**src/rtl/apb_defines.svh**
```systemverilog
// Default APB bus widths shared by the bridge, its decoder and future interconnects.
`ifndef APB_DEFINES_SVH
`define APB_DEFINES_SVH
`define APB_ADDR_WIDTH 32
`define APB_DATA_WIDTH 32
`define APB_PROT_WIDTH 3
`endif

```
**src/rtl/apb_bridge_pkg.sv**
```systemverilog
// Shared types and defaults for the APB4 multi-slave bridge.
`include "apb_defines.svh"
package apb_bridge_pkg;

  typedef enum logic [1:0] {
    IDLE,
    SETUP,
    ACCESS,
    RESP
  } apb_bridge_state_e;

  typedef struct packed {
    logic                         write;
    logic [`APB_ADDR_WIDTH-1:0]   addr;
    logic [`APB_DATA_WIDTH-1:0]   wdata;
    logic [`APB_DATA_WIDTH/8-1:0] strb;
    logic [`APB_PROT_WIDTH-1:0]   prot;
  } apb_bridge_req_t;

  localparam int unsigned DEFAULT_NUM_SLAVES  = 4;
  localparam int unsigned DEFAULT_REGION_BITS = 12;

  function automatic int unsigned idx_width(input int unsigned n);
    return (n > 1) ? $clog2(n) : 1;
  endfunction

endpackage

```
**src/rtl/apb_addr_decoder.sv**
```systemverilog
// Combinational address decoder: picks the slave window and flags unmapped addresses.
`include "apb_defines.svh"
module apb_addr_decoder
  import apb_bridge_pkg::*;
#(
  parameter int unsigned ADDR_WIDTH  = `APB_ADDR_WIDTH,
  parameter int unsigned NUM_SLAVES  = DEFAULT_NUM_SLAVES,
  parameter int unsigned REGION_BITS = DEFAULT_REGION_BITS,
  localparam int unsigned IDX_W      = idx_width(NUM_SLAVES)
) (
  input  logic [ADDR_WIDTH-1:0] addr,
  output logic [IDX_W-1:0]      idx,
  output logic                  mapped
);

  logic unused_offset;

  assign idx    = addr[REGION_BITS +: IDX_W];
  assign mapped = (32'(idx) < NUM_SLAVES) && ((addr >> (REGION_BITS + IDX_W)) == '0);

  // The byte offset inside a window never affects the decode.
  assign unused_offset = ^addr[REGION_BITS-1:0];

endmodule

```
**src/rtl/apb_multi_slave_bridge.sv**
```systemverilog
// APB4 requester bridge: valid/ready request port to NUM_SLAVES APB slaves with timeout.
`include "apb_defines.svh"
module apb_multi_slave_bridge
  import apb_bridge_pkg::*;
#(
  parameter int unsigned ADDR_WIDTH     = `APB_ADDR_WIDTH,
  parameter int unsigned DATA_WIDTH     = `APB_DATA_WIDTH,
  parameter int unsigned PROT_WIDTH     = `APB_PROT_WIDTH,
  parameter int unsigned NUM_SLAVES     = DEFAULT_NUM_SLAVES,
  parameter int unsigned REGION_BITS    = DEFAULT_REGION_BITS,
  parameter int unsigned TIMEOUT_CYCLES = 16,
  localparam int unsigned STRB_WIDTH    = DATA_WIDTH / 8,
  localparam int unsigned IDX_W         = idx_width(NUM_SLAVES)
) (
  input  logic                             PCLK,
  input  logic                             PRESET,
  input  logic                             req_valid,
  output logic                             req_ready,
  input  logic                             req_write,
  input  logic [ADDR_WIDTH-1:0]            req_addr,
  input  logic [DATA_WIDTH-1:0]            req_wdata,
  input  logic [STRB_WIDTH-1:0]            req_strb,
  input  logic [PROT_WIDTH-1:0]            req_prot,
  output logic                             rsp_valid,
  output logic [DATA_WIDTH-1:0]            rsp_rdata,
  output logic                             rsp_err,
  output logic [NUM_SLAVES-1:0]            PSEL,
  output logic                             PENABLE,
  output logic                             PWRITE,
  output logic [ADDR_WIDTH-1:0]            PADDR,
  output logic [DATA_WIDTH-1:0]            PWDATA,
  output logic [STRB_WIDTH-1:0]            PSTRB,
  output logic [PROT_WIDTH-1:0]            PPROT,
  input  logic [NUM_SLAVES-1:0]            PREADY,
  input  logic [NUM_SLAVES-1:0]            PSLVERR,
  input  logic [NUM_SLAVES*DATA_WIDTH-1:0] PRDATA
);

  localparam int unsigned     CNT_W    = (TIMEOUT_CYCLES > 1) ? $clog2(TIMEOUT_CYCLES) : 1;
  localparam logic [CNT_W-1:0] CNT_LAST = (TIMEOUT_CYCLES == 0) ? '0 : CNT_W'(TIMEOUT_CYCLES - 1);

  apb_bridge_state_e state, state_next;

  logic [IDX_W-1:0]      dec_idx;
  logic                  dec_mapped;
  logic [IDX_W-1:0]      idx_q;
  logic [CNT_W-1:0]      wait_cnt;
  logic                  accept;
  logic                  sel_ready;
  logic                  sel_err;
  logic [DATA_WIDTH-1:0] sel_rdata;
  logic                  timeout_hit;
  logic                  access_done;

  apb_addr_decoder #(
    .ADDR_WIDTH  (ADDR_WIDTH),
    .NUM_SLAVES  (NUM_SLAVES),
    .REGION_BITS (REGION_BITS)
  ) u_decoder (
    .addr   (req_addr),
    .idx    (dec_idx),
    .mapped (dec_mapped)
  );

  assign req_ready   = (state == IDLE) && !PRESET;
  assign accept      = req_valid && req_ready;
  assign sel_ready   = PREADY[idx_q];
  assign sel_err     = PSLVERR[idx_q];
  assign sel_rdata   = PRDATA[idx_q*DATA_WIDTH +: DATA_WIDTH];
  // Ready on the final counted cycle still wins because sel_ready is checked first.
  assign timeout_hit = (TIMEOUT_CYCLES != 0) && (wait_cnt == CNT_LAST);
  assign access_done = sel_ready || timeout_hit;

  always_ff @(posedge PCLK) begin
    if (PRESET) state <= IDLE;
    else        state <= state_next;
  end

  always_comb begin
    state_next = state;
    case (state)
      IDLE:    if (accept) state_next = dec_mapped ? SETUP : RESP;
      SETUP:   state_next = ACCESS;
      ACCESS:  if (access_done) state_next = RESP;
      RESP:    state_next = IDLE;
      default: state_next = IDLE;
    endcase
  end

  always_ff @(posedge PCLK) begin
    if (PRESET) begin
      PSEL      <= '0;
      PENABLE   <= 1'b0;
      PWRITE    <= 1'b0;
      PADDR     <= '0;
      PWDATA    <= '0;
      PSTRB     <= '0;
      PPROT     <= '0;
      rsp_valid <= 1'b0;
      rsp_rdata <= '0;
      rsp_err   <= 1'b0;
      idx_q     <= '0;
      wait_cnt  <= '0;
    end else begin
      rsp_valid <= 1'b0;
      case (state)
        IDLE: begin
          if (accept) begin
            // Unmapped requests leave every bus output untouched.
            if (dec_mapped) begin
              idx_q  <= dec_idx;
              PSEL   <= NUM_SLAVES'(1) << dec_idx;
              PWRITE <= req_write;
              PADDR  <= req_addr;
              PWDATA <= req_write ? req_wdata : '0;
              PSTRB  <= req_write ? req_strb : '0;
              PPROT  <= req_prot;
            end else begin
              rsp_valid <= 1'b1;
              rsp_err   <= 1'b1;
              rsp_rdata <= '0;
            end
          end
        end
        SETUP: begin
          PENABLE  <= 1'b1;
          wait_cnt <= '0;
        end
        ACCESS: begin
          if (access_done) begin
            PSEL      <= '0;
            PENABLE   <= 1'b0;
            rsp_valid <= 1'b1;
            rsp_err   <= sel_ready ? sel_err : 1'b1;
            rsp_rdata <= (sel_ready && !PWRITE) ? sel_rdata : '0;
          end else begin
            wait_cnt <= wait_cnt + CNT_W'(1);
          end
        end
        default: ;
      endcase
    end
  end

endmodule

```
**config.mk**
```make
export PLATFORM = sky130hd
export DESIGN_NAME = apb_multi_slave_bridge
export DESIGN_NICKNAME = d
export VERILOG_FILES = /design/src/rtl/apb_bridge_pkg.sv /design/src/rtl/apb_addr_decoder.sv /design/src/rtl/apb_multi_slave_bridge.sv
export VERILOG_INCLUDE_DIRS = /design/src /design/src/rtl
export SDC_FILE = /design/constraint.sdc
export NUM_CORES = 1
export LEC_CHECK = 0
export ABC_AREA = 1
export CORE_AREA = 2 2 126 128
export DETAILED_ROUTE_END_ITERATION = 6
export DIE_AREA = 0 0 128 130
export DONT_BUFFER_PORTS = 1
export PLACE_DENSITY = 0.61
export RECOVER_POWER = 100
export SETUP_SLACK_MARGIN = 0.15
export SLEW_MARGIN = 20
export SYNTH_ARGS = -nofsm -noshare
export SYNTH_HDL_FRONTEND = slang
export SYNTH_SLANG_ARGS = --single-unit
```
**constraint.sdc**
```tcl
create_clock -name PCLK -period 2.3 [get_ports PCLK]
set_clock_uncertainty 0.1 [all_clocks]
set_input_delay 0.23 -clock PCLK [delete_from_list [all_inputs] [get_ports PCLK]]
set_output_delay 0.23 -clock PCLK [all_outputs]
set_load 0.01 [all_outputs]
```
Yosys cells after proc, flatten, opt, wreduce, memory -nomap -nowiden
Cells that the tools add are included.
Widths: inputs -> output; s select.
- word-level logic and storage cells: 74
- register bits after elaboration: 119
- memories kept: 0
- bits in latches: 0
- output and inout port bits: 112
- bits in read-only memories: 0
- RAM bits: 0
- divide/modulo/power cells: 0
- bitwise gates (word level): 0
- shift operators: 2
- order comparisons: 1
- mux-type cells: 32
- equality and inequality tests: 9
- $add $sub $neg: 1
- $mul: 0
- reduce and logical (&&, ||, !) cells: 16
- operators by type and width (operator ; count):
    $mux 32 ; 5
    $shiftx 128x8->32 ; 1
    $pmux 32 s2 ; 1
    $logic_not 32->1 ; 1
    $mux 4 ; 5
    $pmux 4 s2 ; 2
    $mux 1 ; 10
    $ne 2x2->1 const B ; 5
    $pmux 2 s4 ; 1
    $reduce_and 4->1 ; 2
    $mux 2 ; 3
    $pmux 1 s2 ; 3
    $reduce_and 2->1 ; 3
    $add 4x1->4 const B ; 1
    $bmux 1 s2 ; 2
    $eq 2x2->1 const B ; 2
    $eq 4x4->1 const B ; 1
    $reduce_bool 2->1 ; 2
    $shl 1x2->4 const A ; 1
    $logic_and 1x1->1 ; 3
    $lt 2x3->1 const B ; 1
    $reduce_and 3->1 ; 1
    $eq 2x1->1 const B ; 1
    $logic_not 1->1 ; 2
    2 further kinds ; 2

Depth between registers and ports, before layout
Gate-level depths: netlist of the first run.
- depth in word-level cells: 6
- gate-level depth with buffers: 13
- mapped depth without buffers: 12

Modules after synthesis
A second synthesis of the first run with hierarchy kept.
- cell total of the unflattened synthesis: 973
- area total of the unflattened synthesis: 6085.8 µm²
- by module, submodules not included (module ; times used ; area an instance (µm²) ; cells an instance):
    apb_multi_slave_bridge ; 1 ; 6004.5 ; 955
    apb_addr_decoder ; 1 ; 81.3 ; 18

Least setup slack after synthesis of the first run
Ideal clock, no wire load.
- path kind: register to register
- start point: register state[0]
- end point: register PSTRB[0]
- period minus slack after synthesis: 1.797 ns
- library setup time: 0.132 ns
- buffers on the path: 2
- arrival time: 1.565 ns
- slack: 0.503 ns
- data required time: 2.068 ns
- cell stages (with the launch flop): 12
- path through: dfxtp_1 -> inv_1 -> ha_1 -> inv_1 -> nor2_2 -> nand2_1 -> nor2_4 -> inv_1 -> buf_2 -> buf_2 -> nand2_1 -> a21oi_1
- word-level cells in the longest chain between the ends: 4
- RTL lines (what ; RTL line ; text):
    from (decl) ; apb_multi_slave_bridge.sv:42 ; apb_bridge_state_e state, state_next;
    from (signal assigned) ; apb_multi_slave_bridge.sv:76 ; else state <= state_next;
    $logic_not 2->1 ; apb_multi_slave_bridge.sv:65 ; assign req_ready = (state == IDLE) && !PRESET;
    $logic_and 1x1->1 ; apb_multi_slave_bridge.sv:65 ;
    via req_ready ; apb_multi_slave_bridge.sv:18 ; output logic req_ready,
    $logic_and 1x1->1 ; apb_multi_slave_bridge.sv:66 ; assign accept = req_valid && req_ready;
    $reduce_and 3->1 (no source line) ; n/a ;
    to (signal assigned) ; apb_multi_slave_bridge.sv:116 ; PSTRB <= req_write ? req_strb : '0;
    to (decl) ; apb_multi_slave_bridge.sv:32 ; output logic [STRB_WIDTH-1:0] PSTRB,
The timed path passes the listed nets, and every way through them passes these cells.
A chain may end at the register's enable or synchronous reset.

Worst setup path in the final report of the first run
- start point: register state[0]
- end point: register PPROT[0]
- word-level cells in the longest chain between the ends: 4
- RTL lines (what ; RTL line ; text):
    $logic_not 2->1 (*) ; apb_multi_slave_bridge.sv:65, apb_multi_slave_bridge.sv:106 ;
    $logic_and 1x1->1 ; apb_multi_slave_bridge.sv:65 ;
    $logic_and 1x1->1 ; apb_multi_slave_bridge.sv:66 ;
    $reduce_and 3->1 (no source line) (*) ; n/a ;
    to (signal assigned) ; apb_multi_slave_bridge.sv:117 ; PPROT <= req_prot;
    to (decl) ; apb_multi_slave_bridge.sv:33 ; output logic [PROT_WIDTH-1:0] PPROT,
Mark *: on every way between the ends. The rest lies on a longest branch, timed or not.

==> out/qor_table.md, run 1 <==
| Metric | Value |
|---|---|
| Status | completed |
| Largest fanout on the critical path | 70 |
| Count of synthesis-stage warnings from yosys | 0 |
| Tot GR Track Use | 20.53% |
| Worst Max-Slew Pin Slew | 0.5852 ns |
| Final instance area | 6979 um2 |
| HPWL reported at the end of detailed placement | 12,430 um |
| CTS sink cnt | 117 |
| Clock slew seen by the registers of the worst setup and hold paths | 0.06 ns |
| Count of vias placed by the detailed router | 5,733 |
| Post-route DRC | 0 |
| Max clock buf depth | 2 |
| TritonCTS clock tree | done |
| Number of top-level design ports | 323 |
| Fmax | 492.4 MHz |
| Die width | 128 um |
| Maximum single-stage delay on the critical path | 0.33 ns |
| Slowest library cell on the worst path | sky130_fd_sc_hd__dfxtp_1 |
| Vias/cell | 5.274 |
| Gr ovfl total | 0 |
| Unique masters post-synth | 28 |
| Largest voltage drop on the vdd net | 0.0006335 V |
| Worst hold endpoint | PSEL[2]$_SDFFE_PP0P_ |
| Element type at the critical path end | flop |
| Cells after Synth | 856 |
| Detailed Route WL | 17,830 um |
| Top layer in use | met4 |
| Depth of the worst hold-timing path | 3 |
| Total Neg Setup Slack | 0 ns |
| Min-delay worst type | in2reg |
| Hold Violations, Final | 0 |
| Syn-to-layout area delta | 23.41% |
| Core Region | 15,420 um2 |
| Height of the die | 130 um |
| Setup repair after global routing missed its margin | yes |
| Startpoint of the worst hold path | PRESET |
| Final antenna diode count | 0 |
| Buffer cell driving the clock tree root | sky130_fd_sc_hd__clkbuf_16 |
| Num CTS Buffers | 17 |
| Number of H-tree branching levels | 4 |
| Chain of cells forming the critical path | inv_1, ha_1, inv_1, nor2_1, nand2_1, nor2_4, inv_1, buf_12, nor2_1, nor2_1 |
| Number of iterations in the first detailed-routing pass | 5 |
| Number of endpoints failing setup at the final stage | 0 |
| Post-Synthesis Net Count | 1,072 |
| Area after detailed placement | 5764 um2 |
| Average cell area after synthesis | 6.607 um2 |
| Detail Route met2 WL | 9044 um |
| Reg2Reg Capture Point | PPROT[0]$_SDFFE_PP0P_ |
| Total power per unit cell area | 1030 nW/um2 |
| Tcrit/Tclk final | 88.29% |
| Clk_lat worst skew | 0.42 ns |
| Post-layout nets | 1,100 |
| Worst path arrival time | 2.23 ns |
| Wirelength per Cell | 16.40 um |
| Synthesized area | 5655 um2 |
| Min Clock Period, post-route | 2.031 ns |
| Source of the worst register-to-register timing path | state[0]$_SDFFE_PP0P_ |
| Worst hold slack | 0.006641 ns |
| First-iteration detailed-routing DRC count | 322 |
| Reported leakage power | 2.801 nW |
| MaxCap Viol Count | 0 |
| Worst setup path category | reg2reg |
| Final Max Slew Viols | 0 |
| Register-to-register setup slack | 0.27 ns |
| Number of antenna violations at the first check in global routing | 0 |
| Required time of the worst setup path | 2.50 ns |
| Part of the Yosys area used for sequential elements | 41.42% |
| Number of register bits inferred by synthesis | 117 |
| Global-route wire length before repair | 26,700 um |
| Worst R2R Path Depth | 10 |
| Initial standard-cell utilization of the core | 36.66% |
| Critical path startpoint category | flop |
| Buffers on Ports | 0 |
| Floorplan die area | 16,640 um2 |
| Routed length on met3 | 1692 um |
| Routed met1 length | 6779 um |
| Final weighted congestion in routability-driven placement | 0.8286 |
| Number of nets with antenna violations after detailed routing | 0 |
| Share of final-layout standard cells stronger than drive strength 1 | 6.592% |
| Number of global-route vias before repair | 5,189 |
| Pin count of the biggest net entering global routing | 71 |
| Slew headroom | 60.99% |
| Row count | 46 |
## state kept, by name (all words and copies together) (netlist names), 2 cells and up
signal     flops
wait_cnt       4
rsp_rdata     32
PSEL           4
PADDR         32
PSTRB          4
state          2
PPROT          3
PWDATA        32
## worst max path at each step
stage	end	depth (start not counted)	slack [ns]	startpoint
floorplan	PSTRB[0]$_SDFFE_PP0P_	11	0.50	state[0]$_SDFFE_PP0P_
global placement	PWDATA[17]$_SDFFE_PP0P_	9	0.31	state[0]$_SDFFE_PP0P_
detailed placement	PWDATA[21]$_SDFFE_PP0P_	9	0.26	state[0]$_SDFFE_PP0P_
CTS	PWDATA[21]$_SDFFE_PP0P_	9	0.24	state[0]$_SDFFE_PP0P_
global route	PWDATA[2]$_SDFFE_PP0P_	10	0.09	state[0]$_SDFFE_PP0P_
finish	PPROT[0]$_SDFFE_PP0P_	10	0.27	state[0]$_SDFFE_PP0P_
## metal layers
layer / vias up / track usage [%]
li1: 2864 / -
met1: 2628 / 22.49
met2: 217 / 36.27
met3: 24 / 8.733
met4: 0 / 6.270
met5: - / 0
## synthesized netlist by cell type (all sizes together)
cell    instances  area, um2
nor2          213      812.0
nand2         147      569.3
dfxtp         117       2342
o21ai         101      505.5
nand3          88      445.4
a21oi          64      320.3
buf            35      197.7
clkbuf         32      120.1
inv            26      100.1
o22ai          19      118.9
ha              5      62.56
nor3            3      15.01
a211oi          1      7.510
clkinv          1      3.750
o211a           1      10.01
o21bai          1      7.510
o221ai          1      8.760
xor2            1      8.760
## final cells by class
cell class	count	area, um2
Fill cell	1576	8446
Tap cell	192	240.2
Multi-Input combinational cell	645	2889
Clock inverter	11	175.2
Clock buffer	19	452.9
Sequential cell	117	2344
Inverter	27	108.9
Timing Repair Buffer	76	769.5
## per-stage QoR
stage	instances	utilization, %	total power, mW	worst slack, ns
after floorplan	856	-	3.988	0.5029
after global placement	999	37.37	4.310	0.3080
after detailed placement	999	37.37	4.323	0.2598
after CTS	1086	45.27	7.261	0.2351
after global routing	1087	45.25	7.663	0.09208
final	1087	45.25	7.185	0.2693
## worst max-delay path: cells and delay by family, from the launching register on
kind	cells	cell delay [ns]
adder cells (fa/ha/maj)	1	0.20
buffers and inverters	4	0.58
flip-flops	1	0.33
AND/OR/NAND/NOR	5	0.68
## where the power goes
| part | internal [mW] | switching (mW) |
|---|---|---|
| logic | 0.667 | 1.13 |
| registers | 2.27 | 0.307 |
| clock network | 1.86 | 0.954 |
## cell families (layout without fill, tap and decap cells)
family          count (synthesis)  count (layout)  share of synthesized area (%)
simple gates                  451             451                          32.57
compound gates                188             188                          17.30
flops                         117             117                          41.42
buf+inv                        94             133                          7.456
fa+ha+maj                       5               5                          1.106
xor+xnor                        1               1                         0.1549
## timing repair
item	CTS	global route
gates resized for setup	0	4
endpoints found under the hold margin	74	0
endpoints found under the setup margin	0	66
hold buffers	57	0
buffers inserted	0	1
## cells in the final DEF, fill, tap and decap left out, drive strengths merged, types with 2 or more instances in the layout
master / count
a21oi: 64
clkbuf: 23
nand3: 88
clkinvlp: 2
ha: 5
nand2: 147
bufinv: 4
o21ai: 101
dfxtp: 117
clkinv: 3
o22ai: 19
nor3: 3
buf: 17
inv: 29
dlygate4sd3: 55
nor2: 213
No activity file was read; power rests on OpenSTA's default activity.
==> inputs of run 2 (changes only) <==
--- a/config.mk
+++ b/config.mk
@@ -8,6 +8,7 @@
 export LEC_CHECK = 0
 export ABC_AREA = 1
 export CORE_AREA = 2 2 126 128
+export CTS_CLUSTER_DIAMETER = 150
 export DETAILED_ROUTE_END_ITERATION = 6
 export DIE_AREA = 0 0 128 130
 export DONT_BUFFER_PORTS = 1
==> results of run 2 <==
No change in the layout: final DEF, timing and power equal those of run 1.
==> inputs of run 3 (changes only) <==
--- a/config.mk
+++ b/config.mk
@@ -12,6 +12,7 @@
 export DETAILED_ROUTE_END_ITERATION = 6
 export DIE_AREA = 0 0 128 130
 export DONT_BUFFER_PORTS = 1
+export HOLD_SLACK_MARGIN = 0.05
 export PLACE_DENSITY = 0.61
 export RECOVER_POWER = 100
 export SETUP_SLACK_MARGIN = 0.15
==> out/qor_table.md, run 3 (synthesized netlist as in run 1, its figures left out) <==
| Metric | Value |
|---|---|
| Max clock buf depth | 2 |
| Row count | 46 |
| Pin count of the biggest net entering global routing | 71 |
| Met3 Use GR | 8.856% |
| Reported leakage power | 2.817 nW |
| Slew headroom | 61.29% |
| Worst path arrival time | 2.28 ns |
| Wirelength per Cell | 16.50 um |
| Share of final-layout standard cells stronger than drive strength 1 | 7.230% |
| Min-delay worst type | in2reg |
| Core Region | 15,420 um2 |
| GRT busiest layer | met2 |
| Min Clock Period, post-route | 2.026 ns |
| Clk_lat worst skew | 0.42 ns |
| Number of global-route vias before repair | 5,188 |
| Critical path startpoint category | flop |
| Count of vias placed by the detailed router | 5,757 |
| TritonCTS clock tree | done |
| Hold Violations, Final | 0 |
| Largest voltage drop on the vdd net | 0.0006899 V |
| Fillers | 1,576 |
| Detailed Route WL | 18,010 um |
| Floorplan die area | 16,640 um2 |
| Post-layout nets | 1,104 |
| CTS sink cnt | 117 |
| Tot GR Track Use | 20.67% |
| Clock slew seen by the registers of the worst setup and hold paths | 0.06 ns |
| Final Max Slew Viols | 0 |
| Depth of the worst hold-timing path | 4 |
| MaxCap Viol Count | 0 |
| Number of antenna violations at the first check in global routing | 0 |
| Final weighted congestion in routability-driven placement | 0.8286 |
| Power after layout | 7.222 mW |
| Total Neg Setup Slack | 0 ns |
| Final instance area | 7017 um2 |
| First-iteration detailed-routing DRC count | 321 |
| Required time of the worst setup path | 2.55 ns |
| Final setup margin | 0.2740 ns |
| Final Util | 45.49% |
| Commonest cells after routing, fill and taps aside | 210 x sky130_fd_sc_hd__nor2_1, 144 x sky130_fd_sc_hd__nand2_1, 116 x sky130_fd_sc_hd__dfxtp_1 |
| Tcrit/Tclk final | 88.09% |
| Status | completed |
| Met1 layer usage reported by global route | 22.59% |
| Syn-to-layout area delta | 24.07% |
| Register-to-register setup slack | 0.27 ns |
| Worst R2R Path Depth | 10 |
| Area after detailed placement | 5764 um2 |
| Global-route wire length before repair | 26,900 um |
| Multi-input logic area | 2892 um2 |
| Leading registers by flop count | PADDR (32), PWDATA (32), rsp_rdata (32) |
| Worst setup path category | reg2reg |
| Total power per unit cell area | 1029 nW/um2 |
| Storage cell area | 2344 um2 |
| Gr ovfl total | 0 |
| Initial standard-cell utilization of the core | 36.66% |
| Number of H-tree branching levels | 4 |
| Final antenna diode count | 0 |
| Num CTS Buffers | 17 |
| Height of the die | 130 um |
| GRT met2 Usage | 36.71% |
| Pre-CTS setup slack | 0.2598 ns |
| Buffers on Ports | 0 |
| Number of nets with antenna violations after detailed routing | 0 |
| Element type at the critical path end | flop |
| Most common cell after layout, fill and taps aside | sky130_fd_sc_hd__nor2_1 |
| Buffer cell driving the clock tree root | sky130_fd_sc_hd__clkbuf_16 |
| Vias/cell | 5.277 |
| Number of iterations in the first detailed-routing pass | 5 |
| HPWL reported at the end of detailed placement | 12,430 um |
| Worst Max-Slew Pin Slew | 0.5807 ns |
| Largest fanout on the critical path | 70 |
| Setup repair after global routing missed its margin | no |
| Number of endpoints failing setup at the final stage | 0 |
| Number of top-level design ports | 323 |
| Post-route DRC | 0 |
| Fmax | 493.6 MHz |
| Die width | 128 um |
-- run 3: cell types whose count changed in the layout (fill, tap and decap cells not counted), moves of 2 or more --
cell	delta
sky130_fd_sc_hd__dlygate4sd3_1	+3
sky130_fd_sc_hd__buf_4	+4
sky130_fd_sc_hd__inv_1	-3
sky130_fd_sc_hd__inv_2	+3
sky130_fd_sc_hd__buf_12	-2
-- run 3: path summary, 6_finish.rpt --
check / to / start
max reg2reg: PWDATA[31]$_SDFFE_PP0P_ / state[0]$_SDFFE_PP0P_
max: PWDATA[31]$_SDFFE_PP0P_ / state[0]$_SDFFE_PP0P_
min: rsp_valid$_SDFF_PP0_ / PRESET
min reg2reg: PADDR[23]$_SDFFE_PP0P_ / PADDR[23]$_SDFFE_PP0P_
-- run 3: report_power, final --
group          switching, mW  leakage, nW  internal, mW  total, mW
logic                   1.13         1.57         0.684       1.82
registers              0.311        0.950          2.27       2.58
clock network          0.961        0.302          1.86       2.82
-- run 3: timing repair --
item                                    in CTS  in global routing
hold buffers                                60                  0
gates resized for setup                      0                  5
buffers inserted                             0                  2
endpoints found under the hold margin       76                  0
endpoints found under the setup margin       0                 68
-- run 3: worst max-delay path: stages, from the launching register on --
cell,delay [ns]
sky130_fd_sc_hd__dfxtp_1,0.37
sky130_fd_sc_hd__inv_2,0.06
sky130_fd_sc_hd__ha_1,0.23
sky130_fd_sc_hd__inv_1,0.11
sky130_fd_sc_hd__nor2_2,0.05
sky130_fd_sc_hd__nand2_1,0.11
sky130_fd_sc_hd__nor2_4,0.06
sky130_fd_sc_hd__inv_2,0.11
sky130_fd_sc_hd__buf_6,0.42
sky130_fd_sc_hd__nand2_1,0.12
sky130_fd_sc_hd__a21oi_1,0.17
-- run 3: area by class of cell --
type	instances	area share, %
inverters	27	1.551
clock buffers	19	6.455
clock inverters	11	2.496
repair buffers	80	11.47
flip-flops and latches	117	33.40
well taps	192	3.424
multi-input cells	645	41.21
-- run 3: through the flow --
step / hold slack [ns] / instances
after global routing: 0.06557 / 1091
after detailed placement: 0.2048 / 999
final: 0.06079 / 1091
after CTS: 0.05976 / 1089
after global placement: 0.2071 / 999
after floorplan: 0.2649 / 856
-- run 3: per-layer routing --
metal / share of wire (%) / routed length, um
met2: 52 / 9278
met5: 0 / 0
met3: 8.8 / 1583
met4: 1.6 / 294
met1: 38 / 6850
